## src/rtl/timer_ctrl.sv

```systemverilog
// Bus register responder and trigger/interrupt controller for the timer block.
// Optional overflow counter register at 0x10 is enabled by defining TIMER_CTRL_OVFCNT_EN.
module timer_ctrl #(
  parameter int          ADDR_W     = 5,
  parameter int          TRIG_WIDTH = 1,
  parameter logic [31:0] RESET_TERM = 32'h0000_0000
) (
  input  logic              clk,
  input  logic              reset,
  input  logic              bus_valid,
  input  logic              bus_we,
  input  logic [ADDR_W-1:0] bus_addr,
  input  logic [31:0]       bus_wdata,
  output logic              bus_ready,
  output logic [31:0]       bus_rdata,
  output logic              bus_err,
  output logic              ro_trig_start,
  output logic              ro_trig_halt,
  output logic              ro_mode,
  output logic [31:0]       ro_termcount,
  input  logic              rf_status,
  input  logic [31:0]       rf_currcount,
  input  logic              rf_int,
  output logic              irq
);

  typedef enum logic {IDLE, RESP} state_t;

  localparam logic [ADDR_W-1:0] A_CTRL   = ADDR_W'(32'h00);
  localparam logic [ADDR_W-1:0] A_TERM   = ADDR_W'(32'h04);
  localparam logic [ADDR_W-1:0] A_COUNT  = ADDR_W'(32'h08);
  localparam logic [ADDR_W-1:0] A_STATUS = ADDR_W'(32'h0C);
`ifdef TIMER_CTRL_OVFCNT_EN
  localparam logic [ADDR_W-1:0] A_OVF    = ADDR_W'(32'h10);
  localparam logic [ADDR_W-1:0] A_TOP    = A_OVF;
`else
  localparam logic [ADDR_W-1:0] A_TOP    = A_STATUS;
`endif
  localparam logic [3:0] TRIG_LOAD = 4'(TRIG_WIDTH - 1);

  state_t      state, next_state;
  logic        accept;
  logic        req_err, wr_ok;
  logic [31:0] rd_data;
  logic [31:0] rdata_q;
  logic        err_q;
  logic        ie;
  logic [31:0] term;
  logic [3:0]  start_cnt, halt_cnt;
  logic        start_req, halt_req;
  logic        rf_int_q, rf_int_q2, int_rise;
  logic        pending, w1c;
`ifdef TIMER_CTRL_OVFCNT_EN
  logic [7:0]  ovf_cnt;
`endif

  always_ff @(posedge clk) begin
    if (!reset) state <= IDLE;
    else        state <= next_state;
  end

  always_comb begin
    next_state = state;
    accept     = 1'b0;
    case (state)
      IDLE: if (bus_valid) begin
        accept     = 1'b1;
        next_state = RESP;
      end
      RESP:    next_state = IDLE;
      default: next_state = IDLE;
    endcase
  end

  // Misaligned or out-of-window accesses, and writes to read-only COUNT, error out.
  always_comb begin
    req_err = (bus_addr[1:0] != 2'b00) || (bus_addr > A_TOP) || (bus_we && bus_addr == A_COUNT);
    wr_ok   = accept && bus_we && !req_err;
    rd_data = 32'h0;
    if (!bus_we && !req_err) begin
      case (bus_addr)
        A_CTRL:   rd_data = {28'h0, ie, ro_mode, 2'b00};
        A_TERM:   rd_data = term;
        A_COUNT:  rd_data = rf_currcount;
        A_STATUS: rd_data = {30'h0, pending, rf_status};
`ifdef TIMER_CTRL_OVFCNT_EN
        A_OVF:    rd_data = {24'h0, ovf_cnt};
`endif
        default:  rd_data = 32'h0;
      endcase
    end
  end

  assign bus_ready    = (state == RESP);
  assign bus_rdata    = rdata_q;
  assign bus_err      = err_q;
  assign ro_termcount = term;

  always_ff @(posedge clk) begin
    if (!reset) begin
      rdata_q <= 32'h0;
      err_q   <= 1'b0;
      ro_mode <= 1'b0;
      ie      <= 1'b0;
      term    <= RESET_TERM;
    end else begin
      if (accept) begin
        rdata_q <= rd_data;
        err_q   <= req_err;
      end else if (state == RESP) begin
        rdata_q <= 32'h0;
        err_q   <= 1'b0;
      end
      if (wr_ok && bus_addr == A_CTRL) begin
        ro_mode <= bus_wdata[2];
        ie      <= bus_wdata[3];
      end
      if (wr_ok && bus_addr == A_TERM) term <= bus_wdata;
    end
  end

  // HALT takes priority; a request while the same pulse is active is dropped.
  assign start_req = wr_ok && bus_addr == A_CTRL && bus_wdata[0] && !bus_wdata[1];
  assign halt_req  = wr_ok && bus_addr == A_CTRL && bus_wdata[1];

  always_ff @(posedge clk) begin
    if (!reset) begin
      ro_trig_start <= 1'b0;
      ro_trig_halt  <= 1'b0;
      start_cnt     <= 4'h0;
      halt_cnt      <= 4'h0;
    end else begin
      if (ro_trig_start) begin
        if (start_cnt == 4'h0) ro_trig_start <= 1'b0;
        else                   start_cnt     <= start_cnt - 4'h1;
      end else if (start_req) begin
        ro_trig_start <= 1'b1;
        start_cnt     <= TRIG_LOAD;
      end
      if (ro_trig_halt) begin
        if (halt_cnt == 4'h0) ro_trig_halt <= 1'b0;
        else                  halt_cnt     <= halt_cnt - 4'h1;
      end else if (halt_req) begin
        ro_trig_halt <= 1'b1;
        halt_cnt     <= TRIG_LOAD;
      end
    end
  end

  assign int_rise = rf_int_q && !rf_int_q2;
  assign w1c      = wr_ok && bus_addr == A_STATUS && bus_wdata[1];

  // A new interrupt event beats a simultaneous W1C so no event is lost.
  always_ff @(posedge clk) begin
    if (!reset) begin
      rf_int_q  <= 1'b0;
      rf_int_q2 <= 1'b0;
      pending   <= 1'b0;
      irq       <= 1'b0;
    end else begin
      rf_int_q  <= rf_int;
      rf_int_q2 <= rf_int_q;
      if (int_rise) pending <= 1'b1;
      else if (w1c) pending <= 1'b0;
      irq <= pending && ie;
    end
  end

`ifdef TIMER_CTRL_OVFCNT_EN
  always_ff @(posedge clk) begin
    if (!reset) begin
      ovf_cnt <= 8'h0;
    end else if (w1c) begin
      ovf_cnt <= (int_rise && pending) ? 8'h1 : 8'h0;
    end else if (int_rise && pending && ovf_cnt != 8'hFF) begin
      ovf_cnt <= ovf_cnt + 8'h1;
    end
  end
`endif

endmodule

```

## config.mk

```make
export PLATFORM = sky130hd
export DESIGN_NAME = timer_ctrl
export DESIGN_NICKNAME = d
export VERILOG_FILES = /design/src/rtl/timer_ctrl.sv
export SDC_FILE = /design/constraint.sdc
export NUM_CORES = 1
export LEC_CHECK = 0
export ABC_AREA = 1
export CAP_MARGIN = 0
export CORE_MARGIN = 10
export CORE_UTILIZATION = 38
export CTS_BUF_LIST = sky130_fd_sc_hd__clkbuf_8 sky130_fd_sc_hd__clkbuf_16
export CTS_CLUSTER_DIAMETER = 60
export DETAILED_ROUTE_END_ITERATION = 8
export GPL_ROUTABILITY_DRIVEN = 0
export PLACE_DENSITY = 0.72
export SKIP_CTS_REPAIR_TIMING = 1
export SYNTH_ARGS = -nofsm -noshare
export SYNTH_HDL_FRONTEND = slang
export SYNTH_SLANG_ARGS = --single-unit
```

## constraint.sdc

```tcl
create_clock -name clk -period 1.3 [get_ports clk]
set_input_delay 0.39 -clock clk [delete_from_list [all_inputs] [get_ports clk]]
set_output_delay 0.39 -clock clk [all_outputs]
set_load 0.01 [all_outputs]
```

---- Yosys cells after proc, flatten, opt, wreduce, memory -nomap -nowiden ----
Cells that the tools add are included.
storage, ports and cells
  register bits after elaboration ......... 82
  bits in latches ......................... 0
  RAM bits ................................ 0
  ROM bits ................................ 0
  input bits .............................. 75
  output and inout port bits .............. 70
  logic and storage cells ................. 75
  memories kept ........................... 0
cells by class
  add/subtract/negate cells ............... 2
  multiply operators ...................... 0
  divide/modulo/power cells ............... 0
  $lt $le $gt $ge ......................... 1
  equality and inequality tests ........... 5
  shift operators ......................... 0
  mux-type cells .......................... 23
  bitwise operators ....................... 1
  reduce and logical (&&, ||, !) cells .... 29
operators by type and width
  kind                 count
  $pmux 32 s4          1
  $mux 32              3
  $mux 4               6
  $logic_and 1x1->1    13
  $mux 1               12
  $eq 5x4->1 const B   2
  $reduce_bool 2->1    5
  $logic_not 4->1      2
  $sub 4x1->4 const B  2
  $eq 5x3->1 const B   1
  $gt 5x4->1 const B   1
  $logic_not 5->1      1
  $logic_not 1->1      4
  $ne 2x2->1 const B   2
  $reduce_and 2->1     2
  $logic_or 1x1->1     2
  $pmux 1 s2           1
  $not 1->1            1

---- Logic depth before layout (Yosys ltp) ----
  depth after elaboration ................. 10
  gate-level depth with buffers ........... 9
  gate-level depth less buffers ........... 9

---- Worst setup path before layout ----
No wires, ideal clock.
  kind .................................... register to register
  start ................................... register start_cnt[0]
  end ..................................... register start_cnt[1]
  arrival time ............................ 1.283 ns
  data required time ...................... 1.228 ns
  setup slack ............................. -0.055 ns
  stages on the path, launching flop included .. 7
  buffers on the path ..................... 0
  period minus slack after synthesis ...... 1.355 ns
  cells stage by stage .................... dfxtp_1 > inv_1 > ha_1 > a31oi_1 > inv_1 > or2_2 > a21oi_1
between the ends
  longest elaborated chain between the ends .. 3
  elaborated cells between the ends (all ways) .. 6
RTL lines
  item                                            RTL line  RTL
  start: declaration                              49        logic [3:0] start_cnt, halt_cnt;
  start signal: assignment                        135       else start_cnt <= start_cnt - 4'h1;
  $sub 4x1->4 or $logic_not 4->1 (tied branches)  135, 134
  $mux 4 or $ne 2x2->1 (tied branches)            -
  $mux 4 or $reduce_and 2->1 (tied branches)      -
Parallel ways exist; a longest one is shown, timed or not. The select of a mux whose other input is x is not followed.
A chain may end at the register's enable or synchronous reset.

---- Final worst setup path ----
  start ................................... register state, in the netlist bus_ready
  end ..................................... register term[19], in the netlist ro_termcount[19]
between the ends
  longest elaborated chain between the ends .. 4
RTL lines
  item                            RTL line  RTL
  start: declaration              41        state_t state, next_state;
  start signal: assignment        59        else state <= next_state;
  $mux 1                          65        case (state)
  $logic_and 1x1->1 (2 in a row)  78        wr_ok = accept && bus_we && !req_err;
  $logic_and 1x1->1               118       if (wr_ok && bus_addr == A_TERM) term <= bus_wdata;
  end signal: assignment          118
  end: declaration                48        logic [31:0] term;
Every way passes these cells.

==> flow_summary.html <==
<table>
<tr><th>Metric</th><th>Value</th></tr>
<tr><th colspan="2">Drt</th></tr>
<tr><td>Iteration-0 DRC Markers</td><td>190</td></tr>
<tr><td>Antenna-violating nets left</td><td>0</td></tr>
<tr><td>Routed wire length</td><td>12.53 mm</td></tr>
<tr><td>Count of TritonRoute iterations in the first routing pass</td><td>4</td></tr>
<tr><td>Routed via count divided by cell count</td><td>4.953</td></tr>
<tr><td>Routed WL per cell</td><td>16.38 microns</td></tr>
<tr><td>DRC violation count after routing</td><td>0</td></tr>
<tr><td>Vias post-DR</td><td>3,789</td></tr>
<tr><th colspan="2">Finish</th></tr>
<tr><td>Final Core Density</td><td>67.69%</td></tr>
<tr><td>Diodes inserted</td><td>0</td></tr>
<tr><td>Final Instance Area</td><td>5932 sq um</td></tr>
<tr><td>Fill cell count</td><td>735</td></tr>
<tr><td>Fraction of layout instances using a drive strength above 1</td><td>25.42%</td></tr>
<tr><td>Layout overhead on the synthesized area</td><td>72.34%</td></tr>
<tr><td>Count of nets after finishing</td><td>729</td></tr>
<tr><th colspan="2">Clocking</th></tr>
<tr><td>Clock tree from TritonCTS</td><td>yes</td></tr>
<tr><td>Clock Sinks</td><td>82</td></tr>
<tr><td>CTS Buf Count</td><td>9</td></tr>
<tr><td>Clock Root Buffer</td><td>sky130_fd_sc_hd__clkbuf_8</td></tr>
<tr><td>Insertion delay to the later sink of the worst-skew pair</td><td>0.35 ns</td></tr>
<tr><td>Clock transition at path regs</td><td>0.08 ns</td></tr>
<tr><td># H-tree levels</td><td>3</td></tr>
<tr><td>Bufs on Longest Clock Path</td><td>2</td></tr>
<tr><th colspan="2">Yosys</th></tr>
<tr><td>Number of flip-flops and latches in the synthesized netlist</td><td>82</td></tr>
<tr><td>Top cell type's share of synthesized area</td><td>47.69%</td></tr>
<tr><td>Number of library cell types mapped by synthesis</td><td>30</td></tr>
<tr><td>Sequential-to-total area share from yosys stat</td><td>47.69%</td></tr>
<tr><td>Top cell types by occurrence after synthesis</td><td>sky130_fd_sc_hd__nand2_1, sky130_fd_sc_hd__dfxtp_1, sky130_fd_sc_hd__o21ai_1</td></tr>
<tr><td>Yosys warns</td><td>0</td></tr>
<tr><td>Post-synth EDFFs</td><td>0</td></tr>
<tr><td>Netlist Area Pre-Place</td><td>3442 sq um</td></tr>
<tr><td>Dominant register cell in the synthesized netlist</td><td>sky130_fd_sc_hd__dfxtp_1</td></tr>
<tr><td>Synth area leader</td><td>sky130_fd_sc_hd__dfxtp_1</td></tr>
<tr><td>Area contributors post-synth</td><td>sky130_fd_sc_hd__dfxtp_1, sky130_fd_sc_hd__nand2_1, sky130_fd_sc_hd__o21ai_1, sky130_fd_sc_hd__a21oi_1, sky130_fd_sc_hd__inv_1</td></tr>
<tr><td>Cell count after synthesis</td><td>471</td></tr>
<tr><td>Post-synth net total</td><td>548</td></tr>
<tr><td>Mean instance size in the synthesized netlist</td><td>7.308 sq um</td></tr>
<tr><td>Fraction of synthesis flops using an asynchronous set or reset pin</td><td>0%</td></tr>
<tr><td>Most frequent cell after synthesis</td><td>sky130_fd_sc_hd__nand2_1</td></tr>
<tr><th colspan="2">Setup path</th></tr>
<tr><td>Library cell appearing most often on the critical path</td><td>sky130_fd_sc_hd__nor2_4</td></tr>
<tr><td>Kind of critical path</td><td>reg2reg</td></tr>
<tr><td>Worst r2r path cells</td><td>8</td></tr>
<tr><td>Slowest cell on crit path</td><td>sky130_fd_sc_hd__dfxtp_2</td></tr>
<tr><td>Critical path cell sequence</td><td>nor2_4 &gt; nand2_2 &gt; nor2_4 &gt; buf_6 &gt; nand2_8 &gt; clkbuf_16 &gt; o21ai_2 &gt; a21oi_1</td></tr>
<tr><td>Crit end category</td><td>register</td></tr>
<tr><td>Required arrival time at the worst endpoint</td><td>1.53 ns</td></tr>
<tr><td>CP Launch Type</td><td>register</td></tr>
<tr><td>CP Buf/Inv Count</td><td>2</td></tr>
<tr><td>Maximum fanout encountered on the critical timing path</td><td>7</td></tr>
<tr><td>Arrival @ worst endpoint</td><td>1.55 ns</td></tr>
<tr><td>Largest delay share family, worst path</td><td>simple AND/OR/NAND/NOR gates</td></tr>
<tr><td>CP max stage delay</td><td>0.34 ns</td></tr>
<tr><td>Logic depth of the worst path, buffers included</td><td>8</td></tr>
<tr><th colspan="2">Timing</th></tr>
<tr><td>Setup_tns</td><td>-0.09336 ns</td></tr>
<tr><td>Slew @ Worst Pin</td><td>0.2996 ns</td></tr>
<tr><td>Setup repair after global routing missed its margin</td><td>true</td></tr>
<tr><td>Number of pins exceeding their max-slew limit in the final report</td><td>0</td></tr>
<tr><td>Post-layout minimum cycle time</td><td>1.318 ns</td></tr>
<tr><td>Worst relative slew slack</td><td>79.85%</td></tr>
<tr><td>Worst clock skew</td><td>0.01236 ns</td></tr>
<tr><td>Final setup slack of the worst path</td><td>-0.01784 ns</td></tr>
<tr><td>Number of failing hold endpoints at the final stage</td><td>0</td></tr>
<tr><td>Highest achievable clock rate</td><td>0.7588 GHz</td></tr>
<tr><td>Final setup fails</td><td>9</td></tr>
<tr><td>Final worst-path cycle share</td><td>101.4%</td></tr>
<tr><th colspan="2">Floorplan</th></tr>
<tr><td>Die W</td><td>115.2 microns</td></tr>
<tr><td>Placeable core region</td><td>8763 sq um</td></tr>
<tr><td>DIE HEIGHT</td><td>115.2 microns</td></tr>
<tr><td>Die Footprint</td><td>13,270 sq um</td></tr>
<tr><td>Number of cell rows</td><td>34</td></tr>
<tr><td>Initial Utilization</td><td>39.28%</td></tr>
<tr><td>I/O pin count</td><td>145</td></tr>
<tr><th colspan="2">Status</th></tr>
<tr><td>Failing checks</td><td>setup timing</td></tr>
<tr><td>Result of the run</td><td>finished, violations left</td></tr>
<tr><th colspan="2">Power and ir drop</th></tr>
<tr><td>IR Drop Worst-Case VDD</td><td>0.5216 mV</td></tr>
<tr><td>Sequential fraction of design power</td><td>50.3%</td></tr>
<tr><td>Overall power</td><td>0.005017 W</td></tr>
<tr><td>Switching power of the nets</td><td>0.001140 W</td></tr>
<tr><td>Power density cells</td><td>845.7 nW/um^2</td></tr>
<tr><td>Reported leakage power</td><td>3.338 nW</td></tr>
<tr><td>Combinational group share of total power</td><td>10.1%</td></tr>
<tr><td>Part of the total power dissipated in the clock network</td><td>39.6%</td></tr>
<tr><td>Switching Fraction</td><td>22.72%</td></tr>
<tr><td>Internal Power</td><td>0.003877 W</td></tr>
<tr><th colspan="2">Global route</th></tr>
<tr><td>Antenna violations before repair</td><td>0</td></tr>
<tr><td>Global-route congestion overflow total</td><td>0</td></tr>
<tr><td>Vias in the first global route</td><td>3,819</td></tr>
<tr><td>Largest net degree at the start of global routing</td><td>33</td></tr>
<tr><td>All-layer global routing usage</td><td>16.85%</td></tr>
<tr><td>Global-route wire length before repair</td><td>18.39 mm</td></tr>
<tr><th colspan="2">Hold path</th></tr>
<tr><td>WHS Path Cells</td><td>3</td></tr>
<tr><td>Min-delay worst type</td><td>in2reg</td></tr>
<tr><th colspan="2">Placement</th></tr>
<tr><td>Worst setup slack before clock tree synthesis</td><td>-0.6510 ns</td></tr>
<tr><td>Area of placed instances</td><td>5248 sq um</td></tr>
<tr><td>Number of buffer cells added on primary ports</td><td>144</td></tr>
<tr><td>HPWL after DPL</td><td>8.751 mm</td></tr>
<tr><th colspan="2">Flow run</th></tr>
<tr><td># Max-Cap Violations</td><td>0</td></tr>
</table>
[logic make-up after synthesis]
family	Yosys count	synth area share, %
XOR/XNOR	2	0.5090
buffers and inverters	76	10.07
AND/OR/NAND/NOR	199	24.65
AO/OA/AOI/OAI	110	16.36
adder cells (fa/ha/maj)	2	0.7269
flip-flops	82	47.69
[worst min-delay path: stages]
cell	delay, ns
sky130_fd_sc_hd__buf_2	0.14
sky130_fd_sc_hd__nand2_1	0.07
sky130_fd_sc_hd__inv_1	0.06
[placed cells by master (no fill, tap or decap), types with 23 or more instances in the layout]
master                            Yosys  final
sky130_fd_sc_hd__inv_1               49     45
sky130_fd_sc_hd__buf_4                1     32
sky130_fd_sc_hd__a21oi_1             42     34
sky130_fd_sc_hd__clkdlybuf4s50_1      0     66
sky130_fd_sc_hd__nand3_1             29     28
sky130_fd_sc_hd__o21ai_2              0     25
sky130_fd_sc_hd__o21ai_1             52     24
sky130_fd_sc_hd__nand2_1            142    136
sky130_fd_sc_hd__dfxtp_1             82     76
sky130_fd_sc_hd__dlymetal6s2s_1       0     54
sky130_fd_sc_hd__clkbuf_2             0     23
[sequential cells by signal, summed over array words and instances, names as in the netlist]
register / flops
ie: 1
ro_termcount: 32
start_cnt: 4
ro_trig_start: 1
rf_int_q: 1
bus_rdata: 32
rf_int_q2: 1
bus_err: 1
ro_trig_halt: 1
ro_mode: 1
bus_ready: 1
halt_cnt: 4
pending: 1
irq: 1
[power groups by stage]
stage          combinational (W)  sequential, W  clock [W]
4_1_cts                 0.000457        0.00252    0.00202
5_1_grt                 0.000540        0.00253    0.00213
2_1_floorplan           0.000118        0.00259          0
6_report                0.000506        0.00253    0.00199
3_3_place_gp            0.000451        0.00258          0
3_5_place_dp            0.000454        0.00258          0
[cell type report]
type / count / area (sq um) / share of cell area (%)
Clock buffer: 9 / 123.9 / 2.088
Clock inverter: 7 / 86.33 / 1.455
Inverter: 53 / 198.9 / 3.354
Multi-Input combinational cell: 314 / 1754 / 29.57
Sequential cell: 82 / 1649 / 27.80
Tap cell: 108 / 135.1 / 2.278
Timing Repair Buffer: 192 / 1984 / 33.45
[worst paths after layout]
check / slack (ns) / startpoint / endpoint
setup / recovery: -0.02 / bus_ready / ro_termcount[19]
setup reg to reg: -0.02 / bus_ready / ro_termcount[19]
hold / removal: 0.35 / reset / bus_ready
hold reg to reg: 0.43 / rf_int_q2 / pending
[layer usage]
metal,up-vias,share of wire (%),track usage [%]
li1,1871,-,-
met1,1796,43,19.69
met2,106,49,28.87
met3,16,6.2,5.104
met4,0,1.4,5.198
met5,-,0,0
[through the flow]
| stage | hold WS [ns] | std cells |
|---|---|---|
| 2_1_floorplan | 0.3988 | 471 |
| 3_3_place_gp | 0.4057 | 739 |
| 3_5_place_dp | 0.4202 | 739 |
| 4_1_cts | 0.3375 | 755 |
| 5_1_grt | 0.3459 | 765 |
| 6_report | 0.3534 | 765 |
(Power assumes the default switching activity.)
